**src/rtl/mouse_quad_pkg.sv**
```systemverilog
// Shared constants, types and the saturating adder for the mouse quadrature converter.
package mouse_quad_pkg;

    // Fixed point: two fractional bits, so one whole step is 4 counts.
    localparam int FRAC_W = 2;
    localparam int ONE    = 1 << FRAC_W;

    // Speed encoding, identical to the OSD option values.
    localparam logic [1:0] SPEED_100 = 2'b00;
    localparam logic [1:0] SPEED_200 = 2'b01;
    localparam logic [1:0] SPEED_25  = 2'b10;
    localparam logic [1:0] SPEED_50  = 2'b11;

    typedef enum logic {
        AXIS_IDLE,
        AXIS_RUN
    } axis_state_e;

    typedef struct packed {
        logic signed [31:0] val;
        logic               hit;
    } sat_res_t;

    // Add two values and clamp to the symmetric range of a w-bit signed
    // number; the most negative code is never produced.
    function automatic sat_res_t sat_add(input logic signed [31:0] a,
                                         input logic signed [31:0] b,
                                         input int unsigned        w);
        logic signed [31:0] lim;
        logic signed [31:0] sum;
        sat_res_t           r;
        lim   = (32'sd1 <<< (w - 1)) - 32'sd1;
        sum   = a + b;
        r.val = sum;
        r.hit = 1'b0;
        if (sum > lim) begin
            r.val = lim;
            r.hit = 1'b1;
        end else if (sum < -lim) begin
            r.val = -lim;
            r.hit = 1'b1;
        end
        return r;
    endfunction

endpackage

```
**src/rtl/quad_axis.sv**
```systemverilog
// One axis: scaled saturating accumulator, rate-limited step engine,
// dir/clk outputs and Gray-code quadrature phase.
module quad_axis
    import mouse_quad_pkg::*;
#(
    parameter int ACC_W = 12,
    parameter int DIV_W = 8
) (
    input  logic                   clk,
    input  logic                   reset_n,
    input  logic                   valid_i,
    input  logic signed [8:0]      delta_i,
    input  logic [1:0]             speed_i,
    input  logic                   flip_i,
    input  logic [DIV_W-1:0]       rate_div_i,
    output logic                   dir_o,
    output logic                   clk_o,
    output logic                   a_o,
    output logic                   b_o,
    output logic                   sat_o
);

    logic signed [ACC_W-1:0] acc_q, acc_d;
    logic [DIV_W-1:0]        cnt_q, cnt_d;
    logic [1:0]              phase_q, phase_d;
    logic                    dir_q, dir_d;
    logic                    tgl_q, tgl_d;
    logic                    sat_q, sat_d;

    axis_state_e             state;
    logic signed [31:0]      acc_ext;
    logic signed [31:0]      d_ext;
    logic signed [31:0]      scaled;
    logic signed [31:0]      step_amt;
    logic [DIV_W-1:0]        reload;
    sat_res_t                sum;
    logic                    sat_unused;

    assign acc_ext    = {{(32-ACC_W){acc_q[ACC_W-1]}}, acc_q};
    assign d_ext      = {{23{delta_i[8]}}, delta_i};
    // A divider of 0 behaves like 1: step every clock.
    assign reload     = (rate_div_i == '0) ? '0 : rate_div_i - DIV_W'(1);
    // Clamped result always fits ACC_W, upper bits are pure sign copies.
    assign sat_unused = ^sum.val[31:ACC_W];

    // Classify the axis: RUN while at least one whole step is pending.
    always_comb begin
        state = AXIS_IDLE;
        if (acc_ext >= ONE || acc_ext <= -ONE) begin
            state = AXIS_RUN;
        end
    end

    // Step decision, counter, phase and the combined accumulate/step update.
    always_comb begin
        step_amt = '0;
        scaled   = '0;
        cnt_d    = cnt_q;
        phase_d  = phase_q;
        dir_d    = dir_q;
        tgl_d    = tgl_q;
        if (state == AXIS_RUN) begin
            if (cnt_q == '0) begin
                if (acc_ext > 0) begin
                    step_amt = ONE;
                    phase_d  = phase_q + 2'd1;
                    dir_d    = 1'b1;
                end else begin
                    step_amt = -ONE;
                    phase_d  = phase_q - 2'd1;
                    dir_d    = 1'b0;
                end
                tgl_d = ~tgl_q;
                cnt_d = reload;
            end else begin
                cnt_d = cnt_q - DIV_W'(1);
            end
        end else begin
            cnt_d = '0;
        end
        if (valid_i) begin
            case (speed_i)
                SPEED_100: scaled = d_ext <<< 2;
                SPEED_200: scaled = d_ext <<< 3;
                SPEED_25:  scaled = d_ext;
                SPEED_50:  scaled = d_ext <<< 1;
                default:   scaled = '0;
            endcase
            if (flip_i) begin
                scaled = -scaled;
            end
        end
        // Step removal and new delta land in the same update: no lost counts.
        sum   = sat_add(acc_ext - step_amt, scaled, ACC_W);
        acc_d = sum.val[ACC_W-1:0];
        sat_d = sum.hit;
    end

    // State registers; reset clears the axis immediately.
    always_ff @(posedge clk or negedge reset_n) begin
        if (!reset_n) begin
            acc_q   <= '0;
            cnt_q   <= '0;
            phase_q <= 2'b00;
            dir_q   <= 1'b0;
            tgl_q   <= 1'b0;
            sat_q   <= 1'b0;
        end else begin
            acc_q   <= acc_d;
            cnt_q   <= cnt_d;
            phase_q <= phase_d;
            dir_q   <= dir_d;
            tgl_q   <= tgl_d;
            sat_q   <= sat_d;
        end
    end

    assign dir_o = dir_q;
    assign clk_o = tgl_q;
    assign a_o   = phase_q[1];
    assign b_o   = phase_q[1] ^ phase_q[0];
    assign sat_o = sat_q;

endmodule

```
**src/rtl/mouse_quadrature.sv**
```systemverilog
// Multi-axis motion-delta to trackball/spinner step converter.
// Pure wiring: one quad_axis per axis, all state lives in the axes.
module mouse_quadrature
    import mouse_quad_pkg::*;
#(
    parameter int NAXIS = 2,
    parameter int ACC_W = 12,
    parameter int DIV_W = 8
) (
    input  logic                 clk,
    input  logic                 reset_n,
    input  logic                 in_valid,
    input  logic [NAXIS*9-1:0]   in_delta,
    input  logic [1:0]           speed,
    input  logic [NAXIS-1:0]     flip,
    input  logic [DIV_W-1:0]     rate_div,
    output logic [NAXIS-1:0]     out_dir,
    output logic [NAXIS-1:0]     out_clk,
    output logic [NAXIS-1:0]     out_a,
    output logic [NAXIS-1:0]     out_b,
    output logic [NAXIS-1:0]     sat
);

    for (genvar i = 0; i < NAXIS; i++) begin : g_axis
        quad_axis #(
            .ACC_W (ACC_W),
            .DIV_W (DIV_W)
        ) u_axis (
            .clk        (clk),
            .reset_n    (reset_n),
            .valid_i    (in_valid),
            .delta_i    (in_delta[9*i +: 9]),
            .speed_i    (speed),
            .flip_i     (flip[i]),
            .rate_div_i (rate_div),
            .dir_o      (out_dir[i]),
            .clk_o      (out_clk[i]),
            .a_o        (out_a[i]),
            .b_o        (out_b[i]),
            .sat_o      (sat[i])
        );
    end

endmodule

```
**config.mk**
```make
export PLATFORM = sky130hd
export DESIGN_NAME = mouse_quadrature
export DESIGN_NICKNAME = d
export VERILOG_FILES = /design/src/rtl/mouse_quad_pkg.sv /design/src/rtl/quad_axis.sv /design/src/rtl/mouse_quadrature.sv
export SDC_FILE = /design/constraint.sdc
export NUM_CORES = 1
export LEC_CHECK = 0
export ABC_AREA = 0
export CORE_ASPECT_RATIO = 1.75
export CORE_MARGIN = 4
export CORE_UTILIZATION = 50
export CTS_CLUSTER_SIZE = 8
export DETAILED_ROUTE_END_ITERATION = 16
export PLACE_DENSITY = 0.68
export SYNTH_ARGS = -nofsm -noshare
export SYNTH_HDL_FRONTEND = slang
export SYNTH_SLANG_ARGS = --single-unit
```
**constraint.sdc**
```tcl
create_clock -name clk -period 11.2 [get_ports clk]
set_input_delay 3.36 -clock clk [delete_from_list [all_inputs] [get_ports clk]]
set_output_delay 3.36 -clock clk [all_outputs]
set_load 0.02 [all_outputs]
```
Word level (Yosys, flattened, before mapping) --
Index checks and enable logic that the tools add are counted. W data, S select, Z words.
Operators by class: add/sub/neg operators 13, order comparisons 10, eq/ne operators 3, multiplexer cells 29, bitwise gates (word level) 4, reduce and logical (&&, ||, !) cells 8
Operators by type and width (number):
- $mux W32 | 12
- $pmux W32 S4 | 2
- $add A32 B32 Y32 | 2
- $gt A32 B12 Y1 const B | 2
- $lt A32 B12 Y1 const B | 2
- $neg A32 Y32 | 2
- $sub A12 B32 Y32 | 2
- $mux W13 | 4
- $mux W8 | 5
- $ge A12 B4 Y1 const B | 2
- $gt A12 B1 Y1 const B | 2
- $le A12 B3 Y1 const B | 2
- $logic_not A8 Y1 | 3
- $sub A8 B1 Y8 const B | 3
- $add A2 B1 Y2 const B | 2
- $eq A2 B2 Y1 const B | 2
- $mux W1 | 4
- $mux W2 | 2
- $reduce_and A2 Y1 | 2
- $sub A2 B1 Y2 const B | 2
- $eq A2 B1 Y1 const B | 1
- $logic_not A2 Y1 | 1
- $logic_or A1 B1 Y1 | 2
- $not A1 Y1 | 2
- $xor A1 B1 Y1 | 2
Word-level totals: bits in registers 50, output and inout port bits 10, word-level logic and storage cells 79

Depth between registers and ports, before layout --
Gate-level depths: netlist of the first run.
depth after elaboration 10, gate-level depth with buffers 29, gate-level depth less buffers 25

Modules after synthesis --
From an unflattened synthesis of the first run, not the netlist that was laid out.
Unflattened totals: cells, all modules 1303, area total of the unflattened synthesis 9636.7 um2
By module, submodules not included:
- quad_axis (g_axis[1].u_axis) | instances 1, cells an instance 648, area an instance 4849.7 um2
- quad_axis (g_axis[0].u_axis) | instances 1, cells an instance 655, area an instance 4787.1 um2

Least setup slack after synthesis of the first run --
No wires, ideal clock.
kind input to register, from in speed[0], to reg g_axis[1].u_axis.acc_q[10], library setup time 0.140 ns, arrival 9.339 ns, setup slack 1.722 ns, cell stages on the path 26, path buffers 4, cell sequence clkbuf_1 buf_1 clkbuf_1 nand3b_1 ha_1 nand3b_1 or3_1 inv_1 nand2_1 or3_1 ha_1 nand2_1 nand2_1 fa_1 inv_1 ha_1 clkbuf_1 nand4_1 or2_2 o311a_1 xnor2_1 a2111oi_0 nand4b_1 or4_4 o21ai_4 o21ai_0
RTL lines:
- start: declaration | line mouse_quadrature.sv:14 | input logic [1:0] speed,
- end signal: assignment | line quad_axis.sv:102 | acc_q <= '0;
- end signal: assignment | line quad_axis.sv:109 | acc_q <= acc_d;
- end: declaration | line quad_axis.sv:23 | logic signed [ACC_W-1:0] acc_q, acc_d;

==> impl_metrics.ini, run 1 <==
[outcome]
status = completed

[synthesis]
synth_top_area_share_pct = 12.7
yosysTopAreaCell = dfrtp_1
syn_avg_cell_area_um2 = 7.38
synth_edf_count = 0
synth.cells.most_frequent = inv_1, nand2_1, o21ai_0, nor2_1, a21oi_1
syn-instance-count = 1331
synth_ff_type = dfrtp_1
yosysUniqueCellTypes = 80
synth-seq-cells = 50
yosysWarnings = 0
syn-num-nets = 1496
ys_seq_area_share_pct = 12.7
synth_area_um2 = 9820
yosysMostFrequentCell = inv_1
ys_async_sr_fraction_pct = 100
synthTopCellsByArea = dfrtp_1, fa_1, ha_1

[clock_network]
hold_buffers = 0
htreeDepth = 2
cts_resized = 0
cts_sinks = 50
cts_made_buffers = 5
postCtsSetupRepairBufs = 0
clockBufferDepth = 2
tritoncts = yes
clkTransAtPathRegs_ps = 70
worstSkewPairLatency_ps = 290
clock-root-buffer = clkbuf_16

[setup_path]
cp-start-kind = primary input
cp_max_fo = 12
worstPathArrival_ps = 10850
reg2reg_slack_ps = 4350
worstRegToRegCells = 18
r2r-start = g_axis[0].u_axis.cnt_q[3]$_DFF_PN0_
slowest_delay_ps = 760
cp.required_ps = 11380
crit_path_end_kind = flip-flop
reg2reg_to = g_axis[0].u_axis.acc_q[0]$_DFF_PN0_
path_cells = clkdlybuf4s50_1, mux2_2, nor2_1, a21oi_1, or2_2, nor2_1, nand3_1, or3_1, a311o_1, and3_1, o21ai_0, fa_1, inv_1, ha_1, nand2_1, o21ai_0, a22oi_1, nand3_1, a21boi_0, a2111oi_0, nand4_1, or4_1, mux2_4, or2_1
critical-path-slowest-cell = a2111oi_0
crit_type = in -> reg

[die]
die_x_um = 114
die-area_um2 = 22000
coreArea_um2 = 19300
rows = 67
start_util_pct = 50.9
ios = 43
die_y_um = 193

[final_layout]
layout.nets = 1493
synthToLayoutAreaGrowth_pct = 7.25
drive_gt1_share_pct = 3.69
fillers = 1935
antennaDiodeCount = 0

[global_routing]
grt_max_degree = 51
track_usage_pct = 25.3
grt.overflow.total = 0
antenna_found_initial = 0
grt_pass1_wl_um = 46500
grt_pass1_vias = 9673

[sta]
final.period_utilization_pct = 95.3
finalSetupTns_ps = 0
grt_setup_unrepaired = no
fin_worst_skew_ps = 5.78
worst_pin_slew_ps = 1110
fmax_mhz = 93.7
hold_violations = 0
finalSetupViolations = 0
drv_slew = 0
min_period_ps = 10680
slew_headroom_pct = 25.9
layout_setup_ws_ps = 525

[routing]
drc = 0
finalWirelength_um = 27600
first_pass_iters = 5
vias = 9373
ant_nets = 0
post_drt_via_cell_ratio = 5.97
drt_iter0_drc = 415
detail_route.wl_per_cell_um = 17.6

[placed_design]
post-dp-hpwl_um = 23400
dp_slack_ps = 298
numPortBuffers = 42
place.gp.congestion = 0.985

[worst_hold_path]
hold_path_end = g_axis[0].u_axis.clk_o$_DFFE_PN0P_
hold_path_class = reg -> reg
hold_depth = 1
holdCritStartpoint = g_axis[0].u_axis.clk_o$_DFFE_PN0P_

[job]
maxCapViolCount = 0
[critical path: cells and delay by family]
family | cells | cell delay (ps)
muxes | 2 | 750
and+or+nand+nor | 11 | 2840
AOI/OAI and AO/OA | 7 | 2310
buffers and inverters | 2 | 820
adders and majority gates | 2 | 760
[registers in the layout (all words and copies together) (netlist names)]
| name | count |
|---|---|
| g_axis.u_axis.acc_q | 24 |
| g_axis.u_axis.cnt_q | 16 |
| g_axis.u_axis.phase_q | 4 |
| g_axis.u_axis.clk_o | 2 |
| g_axis.u_axis.dir_o | 2 |
| g_axis.u_axis.sat_o | 2 |
[kinds of logic (layout without fill, tap and decap cells)]
group / after synthesis / in the layout / share of synthesized area [%]
adders and majority gates: 132 / 132 / 20.9
and+or+nand+nor: 437 / 437 / 21.4
xor gates and xnor gates: 86 / 86 / 7.67
buffers and inverters: 220 / 218 / 9.01
DFF: 50 / 50 / 12.7
muxes: 28 / 28 / 3.15
AOI/OAI and AO/OA: 378 / 378 / 25.1
[stage by stage]
step	hold WS (ps)	instances	area (um^2)	utilization, %
5_1_grt	494	1570	10500	54.6
3_5_place_dp	461	1562	10300	53.6
3_3_place_gp	454	1562	10300	53.6
6_report	472	1570	10500	54.6
2_1_floorplan	443	1331	9820	-
4_1_cts	475	1570	10500	54.6
[worst max-delay path by stage]
| stage | from | end | slack, ps | cells after the start |
|---|---|---|---|---|
| 6_report | speed[0] | g_axis[0].u_axis.acc_q[0]$_DFF_PN0_ | 520 | 24 |
| 5_1_grt | speed[0] | g_axis[0].u_axis.acc_q[0]$_DFF_PN0_ | 90 | 24 |
| 4_1_cts | speed[0] | g_axis[0].u_axis.acc_q[0]$_DFF_PN0_ | 560 | 24 |
| 3_5_place_dp | speed[0] | g_axis[0].u_axis.acc_q[0]$_DFF_PN0_ | 300 | 24 |
| 3_3_place_gp | speed[0] | g_axis[0].u_axis.acc_q[0]$_DFF_PN0_ | 290 | 24 |
| 2_1_floorplan | speed[0] | g_axis[1].u_axis.acc_q[10]$_DFF_PN0_ | 1720 | 26 |
[placed cells by master (no fill, tap or decap), drive strengths merged, types with 5 or more instances in the layout]
cell type / instances
and3: 18
o31ai: 11
o21bai: 15
nand2: 145
xor2: 37
o21ai: 113
or3: 14
buf: 13
nand3: 25
dfrtp: 50
nand4: 25
and2: 10
inv: 155
a2111oi: 10
o22ai: 5
a21o: 21
nor3: 35
nand2b: 9
nor4: 13
o41ai: 5
nor2: 100
xnor2: 49
or2: 7
clkdlybuf4s50: 41
a211oi: 21
o311ai: 6
nor2b: 11
mux2: 10
a31oi: 7
o211ai: 12
ha: 78
a21oi: 91
clkbuf: 6
nand3b: 7
o21a: 12
fa: 54
mux2i: 17
[cell type report]
cell class              instances  area [um^2]  share of cell area (%)
clock inverters                 2         60.1                   0.570
clock buffers                   6          139                    1.32
multi-input cells            1061         7690                    73.0
flip-flops and latches         50         1250                    11.9
well taps                     241          302                    2.86
repair buffers                 54          505                    4.80
inverters                     156          586                    5.56
[per-layer routing]
| layer | global-route usage [%] | share of wire (%) | vias up |
|---|---|---|---|
| met5 | 0 | 0 | - |
| met4 | 12.2 | 5.8 | 0 |
| met3 | 2.97 | 2.9 | 90 |
| met2 | 48.0 | 54 | 181 |
| met1 | 26.8 | 37 | 4426 |
| li1 | - | - | 4676 |
Power of run 1 is not shown: default switching activity piles up to over one toggle a cycle in this logic, so the estimate is an artifact.
==> run 2: changes to the inputs <==
--- a/config.mk
+++ b/config.mk
@@ -6,12 +6,11 @@
 export NUM_CORES = 1
 export LEC_CHECK = 0
 export ABC_AREA = 0
-export CORE_ASPECT_RATIO = 1.75
+export CORE_ASPECT_RATIO = 1.25
 export CORE_MARGIN = 4
-export CORE_UTILIZATION = 50
+export CORE_UTILIZATION = 40
 export CTS_CLUSTER_SIZE = 8
 export DETAILED_ROUTE_END_ITERATION = 16
-export PLACE_DENSITY = 0.68
 export SYNTH_ARGS = -nofsm -noshare
 export SYNTH_HDL_FRONTEND = slang
 export SYNTH_SLANG_ARGS = --single-unit
==> impl_metrics.ini, run 2 (synthesis results as in run 1) <==
[routing]
met3WireLength_um = 818
ant_nets = 0
wl_met1_um = 11900
finalWirelength_um = 27600
drc = 0
drt_iter0_drc = 545
vias = 9328
wl_met2_um = 13800
first_pass_iters = 7
highest_layer = met5
post_drt_via_cell_ratio = 5.64
detail_route.wl_per_cell_um = 16.7

[clock_network]
cts_sinks = 50
cts_resized = 0
cts_made_buffers = 5
clock-root-buffer = clkbuf_16
tritoncts = yes
clkTransAtPathRegs_ps = 70
worstSkewPairLatency_ps = 300
htreeDepth = 2
clockBufferDepth = 2
postCtsSetupRepairBufs = 0
hold_buffers = 0

[sta]
finalSetupTns_ps = 0
fin_worst_skew_ps = 5.95
slew_headroom_pct = 25.0
hold_violations = 0
min_period_ps = 10460
worst_pin_slew_ps = 1120
grt_setup_unrepaired = no
fmax_mhz = 95.6
finalSetupViolations = 0
drv_slew = 0
final.period_utilization_pct = 93.4

[global_routing]
grt_max_degree = 51
grt.overflow.total = 0
track_usage_pct = 20.4
grt_pass1_wl_um = 46000
grt_pass1_vias = 9244
antenna_found_initial = 1

[die]
coreArea_um2 = 24000
ios = 43
die_x_um = 148
die-area_um2 = 27100
start_util_pct = 41.0
rows = 63
die_y_um = 183

[final_layout]
final_cells = 1653
top_regs = g_axis.u_axis.acc_q: 24 flops, g_axis.u_axis.cnt_q: 16 flops, g_axis.u_axis.phase_q: 4 flops
fillers = 2540
final_core_util_pct = 44.2
synthToLayoutAreaGrowth_pct = 7.94
layout.nets = 1492
antennaDiodeCount = 0
drive_gt1_share_pct = 3.61
final_cell_mix = inv_1, nand2_1, o21ai_0
largest_register = g_axis.u_axis.acc_q
regArea_um2 = 1250
largest_register_ffs = 24
multiInputGateArea_um2 = 7690
final_common_cell = inv_1

[outcome]
status = completed

[setup_path]
crit_path_end_kind = flip-flop
slowest_delay_ps = 740
cp_max_fo = 9
worstPathArrival_ps = 10650
cp-start-kind = primary input
cp.required_ps = 11380
crit_type = in -> reg
critical-path-slowest-cell = or4_1
reg2reg_slack_ps = 4630
path_cells = clkdlybuf4s50_1, buf_4, mux2i_1, a21oi_1, or2_2, nor2_1, nand3_1, or3_1, a311o_1, and3_1, o21ai_0, fa_1, inv_1, ha_1, nand2_1, o21ai_0, a22oi_1, nand3_1, a21boi_0, a2111oi_0, nand4_1, or4_1, mux2_4, or2_1

[placed_design]
post-dp-hpwl_um = 23000
numPortBuffers = 42
place.gp.congestion = 0.941
dp_cells = 1645

[worst_hold_path]
hold_path_class = reg -> reg

[job]
maxCapViolCount = 0
run 2: cell count changes in the layout (fill, tap and decap cells not counted):
cell       before  now
buf_4          12   11
bufinv_16       2    1
clkbuf_8        1    0
clkinv_2        0    1
inv_6           0    1
run 2: final timing paths:
kind	end	startpoint	cells after the start
min in group asynchronous	g_axis[1].u_axis.phase_q[1]$_DFFE_PN0P_	reset_n	2
worst min-delay path	g_axis[1].u_axis.clk_o$_DFFE_PN0P_	g_axis[1].u_axis.clk_o$_DFFE_PN0P_	1
worst min register to register	g_axis[1].u_axis.clk_o$_DFFE_PN0P_	g_axis[1].u_axis.clk_o$_DFFE_PN0P_	1
worst max-delay path	g_axis[0].u_axis.acc_q[0]$_DFF_PN0_	speed[0]	24
worst max register to register	g_axis[0].u_axis.acc_q[0]$_DFF_PN0_	g_axis[0].u_axis.cnt_q[3]$_DFF_PN0_	18
max in group asynchronous	g_axis[0].u_axis.clk_o$_DFFE_PN0P_	reset_n	2
run 2: metrics by stage:
step	hold slack (ps)	area, um^2	setup WS [ps]
2_1_floorplan	443	9820	1720
3_3_place_gp	459	10400	575
3_5_place_dp	457	10400	501
4_1_cts	473	10600	719
5_1_grt	492	10600	368
6_report	472	10600	736
run 2: critical path, delay by kind of cell:
kind,cells,cell delay [ps]
fa+ha+maj,2,780
buf+inv,3,930
mux,2,650
compound gates,7,2240
simple gates,10,2680
run 2: metal layers:
layer / up-vias / GRT usage (%)
met3: 71 / 1.80
li1: 4675 / -
met1: 4383 / 25.5
met5: - / 0
met2: 197 / 36.5
met4: 2 / 7.62
run 2: area by class of cell:
class                   count  area share, %
clock buffers               5           1.18
clock inverters             3          0.413
inverters                 156           5.52
multi-input cells        1061           72.5
flip-flops and latches     50           11.8
well taps                 325           3.84
repair buffers             53           4.70
Power of run 2 is left out for the same reason.
==> run 3: changes to the inputs <==
--- a/config.mk
+++ b/config.mk
@@ -11,6 +11,7 @@
 export CORE_UTILIZATION = 40
 export CTS_CLUSTER_SIZE = 8
 export DETAILED_ROUTE_END_ITERATION = 16
+export SKIP_LAST_GASP = 1
 export SYNTH_ARGS = -nofsm -noshare
 export SYNTH_HDL_FRONTEND = slang
 export SYNTH_SLANG_ARGS = --single-unit
==> results of run 3 <==
Same layout as run 2: the final DEF is identical, and so are final timing and power.
Power of run 3 is left out for the same reason.
